**src/rtl/uart_pkg.sv**
```systemverilog
// uart_pkg -- shared UART definitions, used by both the receiver and the transmitter.
//   uart_state_e : frame-level state encoding (IDLE, START, DATA, PARITY, STOP)
//   parity_e     : parity mode constants
//   maj3         : 2-of-3 vote, used by the oversampling build (UART_RX_MAJORITY_EN)
package uart_pkg;

  typedef enum logic [2:0] {
    ST_IDLE   = 3'd0,
    ST_START  = 3'd1,
    ST_DATA   = 3'd2,
    ST_PARITY = 3'd3,
    ST_STOP   = 3'd4
  } uart_state_e;

  typedef enum logic [1:0] {
    PAR_NONE = 2'd0,
    PAR_EVEN = 2'd1,
    PAR_ODD  = 2'd2
  } parity_e;

  function automatic logic maj3(input logic a, input logic b, input logic c);
    return (a & b) | (a & c) | (b & c);
  endfunction

endpackage

```
**src/rtl/uart_rx_axis_if.sv**
```systemverilog
// uart_rx_axis_if -- AXI-Stream style word output of the UART receiver.
//   m_data       : received word, LSB first on the line
//   m_valid      : word held and valid
//   m_ready      : consumer accepts the held word
//   m_parity_err : parity mismatch on the held word (qualified by m_valid)
//   m_frame_err  : stop bit sampled low on the held word (qualified by m_valid)
interface uart_rx_axis_if #(
  parameter int WORD_LEN = 8
);
  logic [WORD_LEN-1:0] m_data;
  logic                m_valid;
  logic                m_ready;
  logic                m_parity_err;
  logic                m_frame_err;

  modport master (output m_data, m_valid, m_parity_err, m_frame_err, input m_ready);
  modport slave  (input m_data, m_valid, m_parity_err, m_frame_err, output m_ready);
endinterface

```
**src/rtl/uart_rx_sync.sv**
```systemverilog
// uart_rx_sync -- 2-flop synchronizer for the serial line plus falling-edge detect.
//   clk, rst : clock, asynchronous active-high reset
//   rx_i     : raw asynchronous line (idle high)
//   bit_o    : line value used for bit decisions; with UART_RX_MAJORITY_EN defined it is a
//              2-of-3 vote over the synchronized samples one cycle before, at, and one
//              cycle after the current cycle, otherwise the plain synchronized value
//   fall_o   : synchronized high-to-low transition, only once the line has been seen high
module uart_rx_sync (
  input  logic clk,
  input  logic rst,
  input  logic rx_i,
  output logic bit_o,
  output logic fall_o
);
  logic       s1_q, s2_q, prev_q, armed_q;
  logic [1:0] vld_q;

  // Flops reset to 1 (idle). vld_q marks when s2_q carries real line data, so a line that
  // is low while coming out of reset cannot look like a start edge: armed_q only sets once
  // the real line has been seen high.
  always_ff @(posedge clk or posedge rst) begin
    if (rst) begin
      s1_q    <= 1'b1;
      s2_q    <= 1'b1;
      prev_q  <= 1'b1;
      armed_q <= 1'b0;
      vld_q   <= 2'b00;
    end else begin
      s1_q   <= rx_i;
      s2_q   <= s1_q;
      prev_q <= s2_q;
      vld_q  <= {vld_q[0], 1'b1};
      if (vld_q[1] && s2_q) armed_q <= 1'b1;
    end
  end

  assign fall_o = armed_q & prev_q & ~s2_q;

`ifdef UART_RX_MAJORITY_EN
  // s1_q is one cycle ahead of s2_q, giving the "target+1" sample without shifting the
  // decision point, so frame timing matches the single-sample build.
  assign bit_o = uart_pkg::maj3(prev_q, s2_q, s1_q);
`else
  assign bit_o = s2_q;
`endif

endmodule

```
**src/rtl/uart_rx_axis.sv**
```systemverilog
// uart_rx_axis -- UART receiver with a one-word AXI-Stream style output register.
//   Parameters: CLK_RATE (Hz), BAUD, WORD_LEN (5..9), PARITY ("none"/"even"/"odd")
//   clk, rst : clock, asynchronous active-high reset
//   uart_rx  : asynchronous serial input, idle high
//   m        : output stream (uart_rx_axis_if.master)
//   overrun  : one-cycle pulse when a completed word is dropped because the slot was full
//   Optional: define UART_RX_MAJORITY_EN for 2-of-3 majority bit decisions.
module uart_rx_axis
  import uart_pkg::*;
#(
  parameter int    CLK_RATE = 50_000_000,
  parameter int    BAUD     = 115200,
  parameter int    WORD_LEN = 8,
  parameter string PARITY   = "even"
) (
  input  logic                  clk,
  input  logic                  rst,
  input  logic                  uart_rx,
  uart_rx_axis_if.master        m,
  output logic                  overrun
);
  localparam int BIT_DIV  = CLK_RATE / BAUD;
  localparam int HALF_DIV = BIT_DIV / 2;
  localparam int CW       = $clog2(BIT_DIV);
  localparam int BW       = $clog2(WORD_LEN + 1);
  localparam parity_e PMODE = (PARITY == "none") ? PAR_NONE :
                              (PARITY == "odd")  ? PAR_ODD  : PAR_EVEN;
  localparam logic [CW-1:0] CNT_LAST = CW'(BIT_DIV - 1);
  localparam logic [CW-1:0] CNT_HALF = CW'(HALF_DIV - 1);
  localparam logic [BW-1:0] BIT_LAST = BW'(WORD_LEN - 1);
  localparam logic          PAR_INV  = (PMODE == PAR_ODD);

  logic rx_bit, rx_fall;

  uart_rx_sync u_sync (
    .clk    (clk),
    .rst    (rst),
    .rx_i   (uart_rx),
    .bit_o  (rx_bit),
    .fall_o (rx_fall)
  );

  uart_state_e         state_q, state_d;
  logic [CW-1:0]       cnt_q, cnt_d;
  logic [BW-1:0]       bcnt_q, bcnt_d;
  logic [WORD_LEN-1:0] sh_q, sh_d;
  logic                perr_q, perr_d;
  logic                done, ferr;
  logic                at_bit;

  assign at_bit = (cnt_q == CNT_LAST);

  always_ff @(posedge clk or posedge rst) begin
    if (rst) begin
      state_q <= ST_IDLE;
      cnt_q   <= '0;
      bcnt_q  <= '0;
      sh_q    <= '0;
      perr_q  <= 1'b0;
    end else begin
      state_q <= state_d;
      cnt_q   <= cnt_d;
      bcnt_q  <= bcnt_d;
      sh_q    <= sh_d;
      perr_q  <= perr_d;
    end
  end

  always_comb begin
    state_d = state_q;
    cnt_d   = at_bit ? '0 : cnt_q + 1'b1;
    bcnt_d  = bcnt_q;
    sh_d    = sh_q;
    perr_d  = perr_q;
    done    = 1'b0;
    ferr    = 1'b0;
    case (state_q)
      ST_IDLE: begin
        // A break (line held low after a frame error) never produces a new
        // falling edge, so START waits for the line to go high first.
        cnt_d  = '0;
        bcnt_d = '0;
        if (rx_fall) begin
          state_d = ST_START;
          perr_d  = 1'b0;
        end
      end
      ST_START: begin
        if (cnt_q == CNT_HALF) begin
          cnt_d   = '0;
          state_d = rx_bit ? ST_IDLE : ST_DATA;
        end
      end
      ST_DATA: begin
        if (at_bit) begin
          sh_d   = {rx_bit, sh_q[WORD_LEN-1:1]};
          bcnt_d = bcnt_q + 1'b1;
          if (bcnt_q == BIT_LAST) state_d = (PMODE == PAR_NONE) ? ST_STOP : ST_PARITY;
        end
      end
      ST_PARITY: begin
        if (at_bit) begin
          perr_d  = rx_bit ^ (^sh_q) ^ PAR_INV;
          state_d = ST_STOP;
        end
      end
      ST_STOP: begin
        if (at_bit) begin
          done    = 1'b1;
          ferr    = ~rx_bit;
          state_d = ST_IDLE;
        end
      end
      default: state_d = ST_IDLE;
    endcase
  end

  // One-word output slot. A word completing while the slot is popped this
  // cycle replaces it; a word completing into a stalled full slot is dropped.
  logic [WORD_LEN-1:0] data_q;
  logic                valid_q, operr_q, oferr_q, ovr_q;

  always_ff @(posedge clk or posedge rst) begin
    if (rst) begin
      data_q  <= '0;
      valid_q <= 1'b0;
      operr_q <= 1'b0;
      oferr_q <= 1'b0;
      ovr_q   <= 1'b0;
    end else begin
      ovr_q <= 1'b0;
      if (done) begin
        if (!valid_q || m.m_ready) begin
          data_q  <= sh_q;
          operr_q <= perr_q;
          oferr_q <= ferr;
          valid_q <= 1'b1;
        end else begin
          ovr_q <= 1'b1;
        end
      end else if (m.m_ready) begin
        valid_q <= 1'b0;
      end
    end
  end

  assign m.m_data       = data_q;
  assign m.m_valid      = valid_q;
  assign m.m_parity_err = operr_q;
  assign m.m_frame_err  = oferr_q;
  assign overrun        = ovr_q;

endmodule

```
**src/flat_wrapper.sv**
```systemverilog
// flat-port wrapper written by rule: the top's interface ports become plain ports
module uart_rx_axis_flat import uart_pkg::*;
#(
  parameter int    CLK_RATE = 50_000_000,
  parameter int    BAUD     = 115200,
  parameter int    WORD_LEN = 8,
  parameter string PARITY   = "    "
)
  (clk, rst, uart_rx, overrun, m_m_data, m_m_valid, m_m_parity_err, m_m_frame_err, m_m_ready);
  uart_rx_axis_if #(.WORD_LEN(WORD_LEN)) m_i ();
  input  logic clk;
  input  logic rst;
  input  logic uart_rx;
  output logic overrun;
  output wire logic [$bits(m_i.m_data)-1:0] m_m_data;
  output wire logic [$bits(m_i.m_valid)-1:0] m_m_valid;
  output wire logic [$bits(m_i.m_parity_err)-1:0] m_m_parity_err;
  output wire logic [$bits(m_i.m_frame_err)-1:0] m_m_frame_err;
  input wire logic [$bits(m_i.m_ready)-1:0] m_m_ready;
  assign m_m_data = m_i.m_data;
  assign m_m_valid = m_i.m_valid;
  assign m_m_parity_err = m_i.m_parity_err;
  assign m_m_frame_err = m_i.m_frame_err;
  assign m_i.m_ready = m_m_ready;
  uart_rx_axis #(.CLK_RATE(CLK_RATE), .BAUD(BAUD), .WORD_LEN(WORD_LEN), .PARITY(PARITY)) u_core (.clk(clk), .rst(rst), .uart_rx(uart_rx), .m(m_i), .overrun(overrun));
endmodule
```
**config.mk**
```make
export PLATFORM = sky130hd
export DESIGN_NAME = uart_rx_axis_flat
export DESIGN_NICKNAME = d
export VERILOG_FILES = /design/src/rtl/uart_pkg.sv /design/src/rtl/uart_rx_axis_if.sv /design/src/rtl/uart_rx_sync.sv /design/src/rtl/uart_rx_axis.sv /design/src/flat_wrapper.sv
export SDC_FILE = /design/constraint.sdc
export NUM_CORES = 1
export LEC_CHECK = 0
export CAP_MARGIN = 10
export CORE_UTILIZATION = 50
export DETAILED_ROUTE_END_ITERATION = 6
export MAX_ROUTING_LAYER = met4
export PLACE_DENSITY = 0.68
export SLEW_MARGIN = 0
export SYNTH_ARGS = -nofsm -noshare
export SYNTH_HDL_FRONTEND = slang
export SYNTH_HIERARCHICAL = 1
export SYNTH_SLANG_ARGS = --single-unit
```
**constraint.sdc**
```tcl
create_clock -name clk -period 5.3 [get_ports clk]
set_input_delay 0.53 -clock clk [delete_from_list [all_inputs] [get_ports clk]]
set_output_delay 0.53 -clock clk [all_outputs]
set_load 0.05 [all_outputs]
```
# --- Word-level counts from Yosys, hierarchy flattened ---
# Index checks and enable logic that the tools add are counted.
op_classes:
  addsub: 2
  eq_ne: 14
  n_mux: 25
  n_bitwise: 4
  reduce_logical: 14
op_table:
  columns: ["op", "n"]
  rows:
  - ["3-bit two-way mux", 6]
  - ["9-bit two-way mux", 2]
  - ["9-bit case mux with 2 select lines", 1]
  - ["3-bit case mux with 5 select lines", 1]
  - ["2-bit by 1-bit inequality test with 1-bit output, second input constant", 6]
  - ["1-bit two-way mux", 11]
  - ["9-bit by 1-bit adder with 9-bit output, second input constant", 1]
  - ["9-bit by 8-bit == test with 1-bit output, second input constant", 1]
  - ["9-bit == test, second input constant", 1]
  - ["4-bit case mux with 2 select lines", 1]
  - ["2-bit AND reduction", 4]
  - ["8-bit parity", 1]
  - ["3-bit by 2-bit == test with 1-bit output, second input constant", 2]
  - ["6-bit AND reduction", 1]
  - ["2-bit nonzero test", 3]
  - ["4-bit by 1-bit adder with 4-bit output, second input constant", 1]
  - ["4-bit by 3-bit == test with 1-bit output, second input constant", 1]
  - ["4-bit two-way mux", 1]
  - ["3-bit by 1-bit == test with 1-bit output, second input constant", 1]
  - ["3-bit == test, second input constant", 1]
  - ["3-bit zero test", 1]
  - ["3-bit AND reduction", 1]
  - ["1-bit bitwise AND", 2]
  - ["2-bit two-way mux", 1]
  - ["other kinds (7)", 7]
totals:
  register_bits: 43
  input_bits: 4
  output_inout_bits: 12
  wordCells: 74

# --- Depth between registers and ports, before layout ---
logic_depth:
  word_depth: 5
  ltp_mapped: 7
  mapped_depth_nobuf: 6

# --- Modules after synthesis ---
# The synthesis kept the hierarchy.
by_module_without_submodules:
  columns: ["mod", "n_inst", "cells_per_inst", "area_each_um2", "seq_area_each_um2"]
  rows:
  - ["uart_rx_axis", 1, 154, 1798.0, 925.9]
  - ["uart_rx_sync", 1, 10, 178.9, 153.9]

# --- Worst setup path after synthesis ---
# No wires, ideal clock.
synth_path:
  kind: "reg-to-reg"
  start: "reg u_core.cnt_q[2]"
  end: "reg u_core.data_q[0] (netlist: u_core/m.m_data[0])"
  setup_ns: 0.125
  t_arrival_ns: 1.561
  t_required_ns: 5.175
  path_slack_ns: 3.615
  stages_incl_launch_ff: 7
  n_path_buf: 2
  period_less_slack_ns: 1.685
  path_cell_list: "dfrtp_1 > buf_6 > nor4b_4 > nand2_1 > nor3b_2 > buf_6 > mux2_2"
synth_via:
  elab_chain_len: 4
synth_rtl:
  columns: ["element", "line", "rtl"]
  rows:
  - ["start, declared", "uart_rx_axis.sv:44", "logic [CW-1:0] cnt_q, cnt_d;"]
  - ["start signal, assigned", "uart_rx_axis.sv:62", "cnt_q <= cnt_d;"]
  - ["9-bit == test", "uart_rx_axis.sv:51", "assign at_bit = (cnt_q == CNT_LAST);"]
  - ["1-bit two-way mux", "uart_rx_axis.sv:108", "if (at_bit) begin"]
  - ["1-bit two-way mux", "uart_rx_axis.sv:77", "case (state_q)"]
  - ["2-bit AND reduction (no line)", null, null]
  - ["end signal, assigned", "uart_rx_axis.sv:134", "data_q <= sh_q;"]
  - ["end, declared", "uart_rx_axis.sv:120", "logic [WORD_LEN-1:0] data_q;"]
# No other way between the ends.
# A chain may end at the register's enable or synchronous reset.

# --- Worst setup path after layout ---
layout_path:
  start: "reg u_core.cnt_q[1]"
  end: "reg u_core.operr_q (netlist: u_core/m.m_parity_err)"
layout_via:
  elab_chain_len: 4
layout_rtl:
  columns: ["element", "line", "rtl"]
  rows:
  - ["9-bit == test", "uart_rx_axis.sv:51", null]
  - ["1-bit two-way mux", "uart_rx_axis.sv:108", null]
  - ["1-bit two-way mux", "uart_rx_axis.sv:77", null]
  - ["2-bit AND reduction (no line)", null, null]
  - ["end signal, assigned", "uart_rx_axis.sv:135", "operr_q <= perr_q;"]
  - ["end, declared", "uart_rx_axis.sv:121", "logic valid_q, operr_q, oferr_q, ovr_q;"]
# No other way between the ends.

==> qor.yml <==
status: "finished, final reports clean"
final_max_slew_viol_count: 0
drive_gt1_share_pct: 20.3
yosysSeqAreaShare_pct: 54.6
postCtsSetupBuffers: 0
synthXorXnorAreaFrac_pct: 6.90
powerDensity_mw_per_mm2: 322
ctsHoldBuffers: 0
final_common_cell: "dfrtp_1"
r2r-start: "u_core/cnt_q[1]"
crit_start: "u_core/cnt_q[1]"
grt_pass1_vias: 1263
clkSinkCount: 43
rsz0062_at_grt: "false"
portBuffers: 15
grt_use_total_pct: 18.9
antenna_cells: 0
reg2reg_to: "u_core/m.m_parity_err"
relSlewSlack_pct: 41.6
fin_crit_ns: 2.27
cts_root_buf: "clkbuf_8"
synth_top_area_cell: "dfrtp_1"
drc: 0
critical_path.slowest_cell: "nor3b_2"
hold_class: "reg -> reg"
clockBufferDepth: 2
initial_utilization_pct: 53.2
critical_path_class: "reg -> reg"
crit_fanout: 10
yosysUniqueCellTypes: 41
path_depth: 6
cts.clk_slew.worst_paths_ns: 0.08
use_met1_pct: 25.3
grt_pass1_wl_mm: 5.79
synth_top_family_by_area: "simple AND/OR/NAND/NOR gates"
crit_chain: "inv_1 -> ha_1 -> and4_1 -> nand2_1 -> nor3b_2 -> mux2_2"
vdd_drop_max_v: 0.000177
fillers: 317
reg2regPathDepth: 6
hold_viol_final: 0
clock_skew_ns: 0.00778
tightestPinTransition_ns: 0.873
startpoint_type: "flop"
cts_made_buffers: 5
cp-end-kind: "flop"
place_congestion: 0.838
yosys_warnings: 6
cts-htree-levels: 2
crit_required_ns: 5.48
avgSynthCellArea_um2: 12.1
synth.area.mux_share_pct: 10.7
num_vias: 1225
synthCells: 164
synthesis.nets: 172
ant_nets: 0
clk_latency_ns: 0.29
synth_seq_cells: 43
postLayoutCellArea_mm2: 0.00227
synthAdderAreaFrac_pct: 2.53
cap_viol_max_count: 0
ys_top_cells_by_area: "dfrtp_1 (51%), mux2_2 (9.7%), dfstp_2 (4.0%)"
detail_route.wl_per_cell_um: 14.1
dr.pass1.iters: 4
multi_input_area_um2: 826
die_w_um: 64.9
fmax_ghz: 0.440
endpoint: "u_core/m.m_parity_err"
routed_via_density: 5.33
drt_wl_total_mm: 3.25
critical_path.top_delay_family: "simple AND/OR/NAND/NOR gates"
synthSimpleGateAreaFrac_pct: 16.3
critical_path.max_stage_delay_ns: 0.74
grt_antenna_before_repair: 0
reg2reg_slack_ns: 3.03
final_util_pct: 61.0
grt_use_met2_pct: 27.1
grt_util_met3_pct: 4.23
setup_viol: 0
yosysTopAreaCellShare_pct: 50.6
fin_crit_sh_pct: 42.9
busiest_layer: "met2"
cts_tree: "done"
grt_max_degree: 38
dp_hpwl_mm: 2.27
io-pin-count: 16
die-area_mm2: 0.00421
leakage_nw: 1.04
placed_area_mm2: 0.00215
cts_resized: 0
layout_common_cells: "dfrtp_1 (40), mux2_2 (17), clkdlybuf4s50_1 (15), nor2_1 (14)"
setup_tns_ns: 0
area_delta_synth_final_pct: 14.6
arrival_ns: 2.45
core_mm2: 0.00372
drt-initial-drc-count: 88
fin_nets: 189
gr-total-overflow: 0
seq_area_mm2: 0.00108
fp.dieH_um: 64.9
synth_compound_area_share_pct: 5.13
cp_num_buf_inv: 1
num_rows: 22
netlist_area_mm2: 0.00198
==> sequential cells by signal, indices dropped and copies added, names as in the netlist <==
name                   cells
u_core/m.m_parity_err      1
u_core/u_sync/vld_q        2
u_core/m.m_frame_err       1
u_core/perr_q              1
u_core/bcnt_q              4
u_core/u_sync/bit_o        1
u_core/m.m_data            8
u_core/cnt_q               9
u_core/sh_q                8
u_core/overrun             1
u_core/u_sync/prev_q       1
u_core/u_sync/s1_q         1
u_core/state_q             3
u_core/u_sync/armed_q      1
u_core/m.m_valid           1
==> routing by layer <==
layer,vias to the layer above,share of wire (%)
met4,0,1.4
met2,18,47
met5,-,0
li1,597,-
met3,5,3.1
met1,605,48
==> report_power, final <==
| group | internal [mW] | leakage [nW] | total (mW) | switching (mW) |
|---|---|---|---|---|
| clock network | 0.140 | 0.0581 | 0.250 | 0.109 |
| registers | 0.350 | 0.565 | 0.385 | 0.0353 |
| logic | 0.0443 | 0.418 | 0.0948 | 0.0505 |
| total | 0.535 | 1.04 | 0.730 | 0.195 |
==> cell type report <==
type                       count  area share (%)
clock buffer                   5            3.04
timing repair buffer          16            6.96
tap                           48            2.65
multi-input combinational    107            36.4
clock inverter                 3            1.93
sequential                    43            47.7
inverter                       8            1.33
==> synth_stat cells <==
| library cell | instances |
|---|---|
| nor3b_2 | 1 |
| nand4_1 | 2 |
| nor2_1 | 14 |
| dfrtp_1 | 40 |
| xor2_1 | 5 |
| dfstp_2 | 3 |
| nand3_1 | 8 |
| a221o_1 | 1 |
| a2bb2oi_1 | 1 |
| xnor3_1 | 1 |
| mux2i_1 | 2 |
| nand2_1 | 8 |
| nand2b_1 | 3 |
| a21o_2 | 1 |
| nor3b_1 | 1 |
| ha_1 | 4 |
| and4_1 | 1 |
| o211ai_1 | 1 |
| nand4b_1 | 1 |
| nor3_1 | 4 |
| o21ai_0 | 5 |
| buf_6 | 2 |
| inv_1 | 8 |
| o22ai_1 | 1 |
| and4b_1 | 1 |
| and4bb_2 | 1 |
| mux2_2 | 17 |
| o31ai_2 | 1 |
| clkbuf_1 | 1 |
| conb_1 | 1 |
| and3b_1 | 1 |
| or3_1 | 3 |
| nor4b_1 | 1 |
| buf_2 | 3 |
| or3b_2 | 1 |
| xnor2_1 | 8 |
| and4_2 | 1 |
| a21oi_1 | 3 |
| nand3_2 | 1 |
| a21boi_1 | 1 |
| nor4b_4 | 1 |
==> worst reg2reg max path, delay by kind of cell, from the launching register on <==
kind | cells | cell delay [ns]
simple gates | 3 | 1.10
mux | 1 | 0.41
flops | 1 | 0.40
fa+ha+maj | 1 | 0.16
buf+inv | 1 | 0.08
==> metrics by stage <==
stage	std cells	setup slack [ns]	hold WS, ns	power (mW)
floorplan	164	3.61	0.319	0.467
global placement	222	2.99	0.333	0.481
detailed placement	222	2.88	0.342	0.487
CTS	230	3.00	0.356	0.738
global route	230	2.89	0.349	0.773
finish	230	3.03	0.350	0.730
==> how the worst min path moves through the flow <==
stage	slack [ns]	startpoint	depth (start not counted)	end
after floorplan	0.32	rst	1	u_core/u_sync/armed_q
after global placement	0.33	u_core/u_sync/vld_q[0]	0	u_core/u_sync/vld_q[1]
after detailed placement	0.34	u_core/u_sync/vld_q[0]	0	u_core/u_sync/vld_q[1]
after CTS	0.36	u_core/u_sync/s1_q	0	u_core/u_sync/bit_o
after global routing	0.35	u_core/u_sync/s1_q	0	u_core/u_sync/bit_o
final	0.35	u_core/u_sync/s1_q	0	u_core/u_sync/bit_o
==> cell families (layout without fill, tap and decap cells) <==
group           count (synthesis)  in the layout
other cells                     1              1
compound gates                 15             15
flops                          43             43
fa+ha+maj                       4              4
xor+xnor                       14             14
mux                            19             19
buf+inv                        14             32
simple gates                   54             54
No activity file was read; power rests on OpenSTA's default activity.
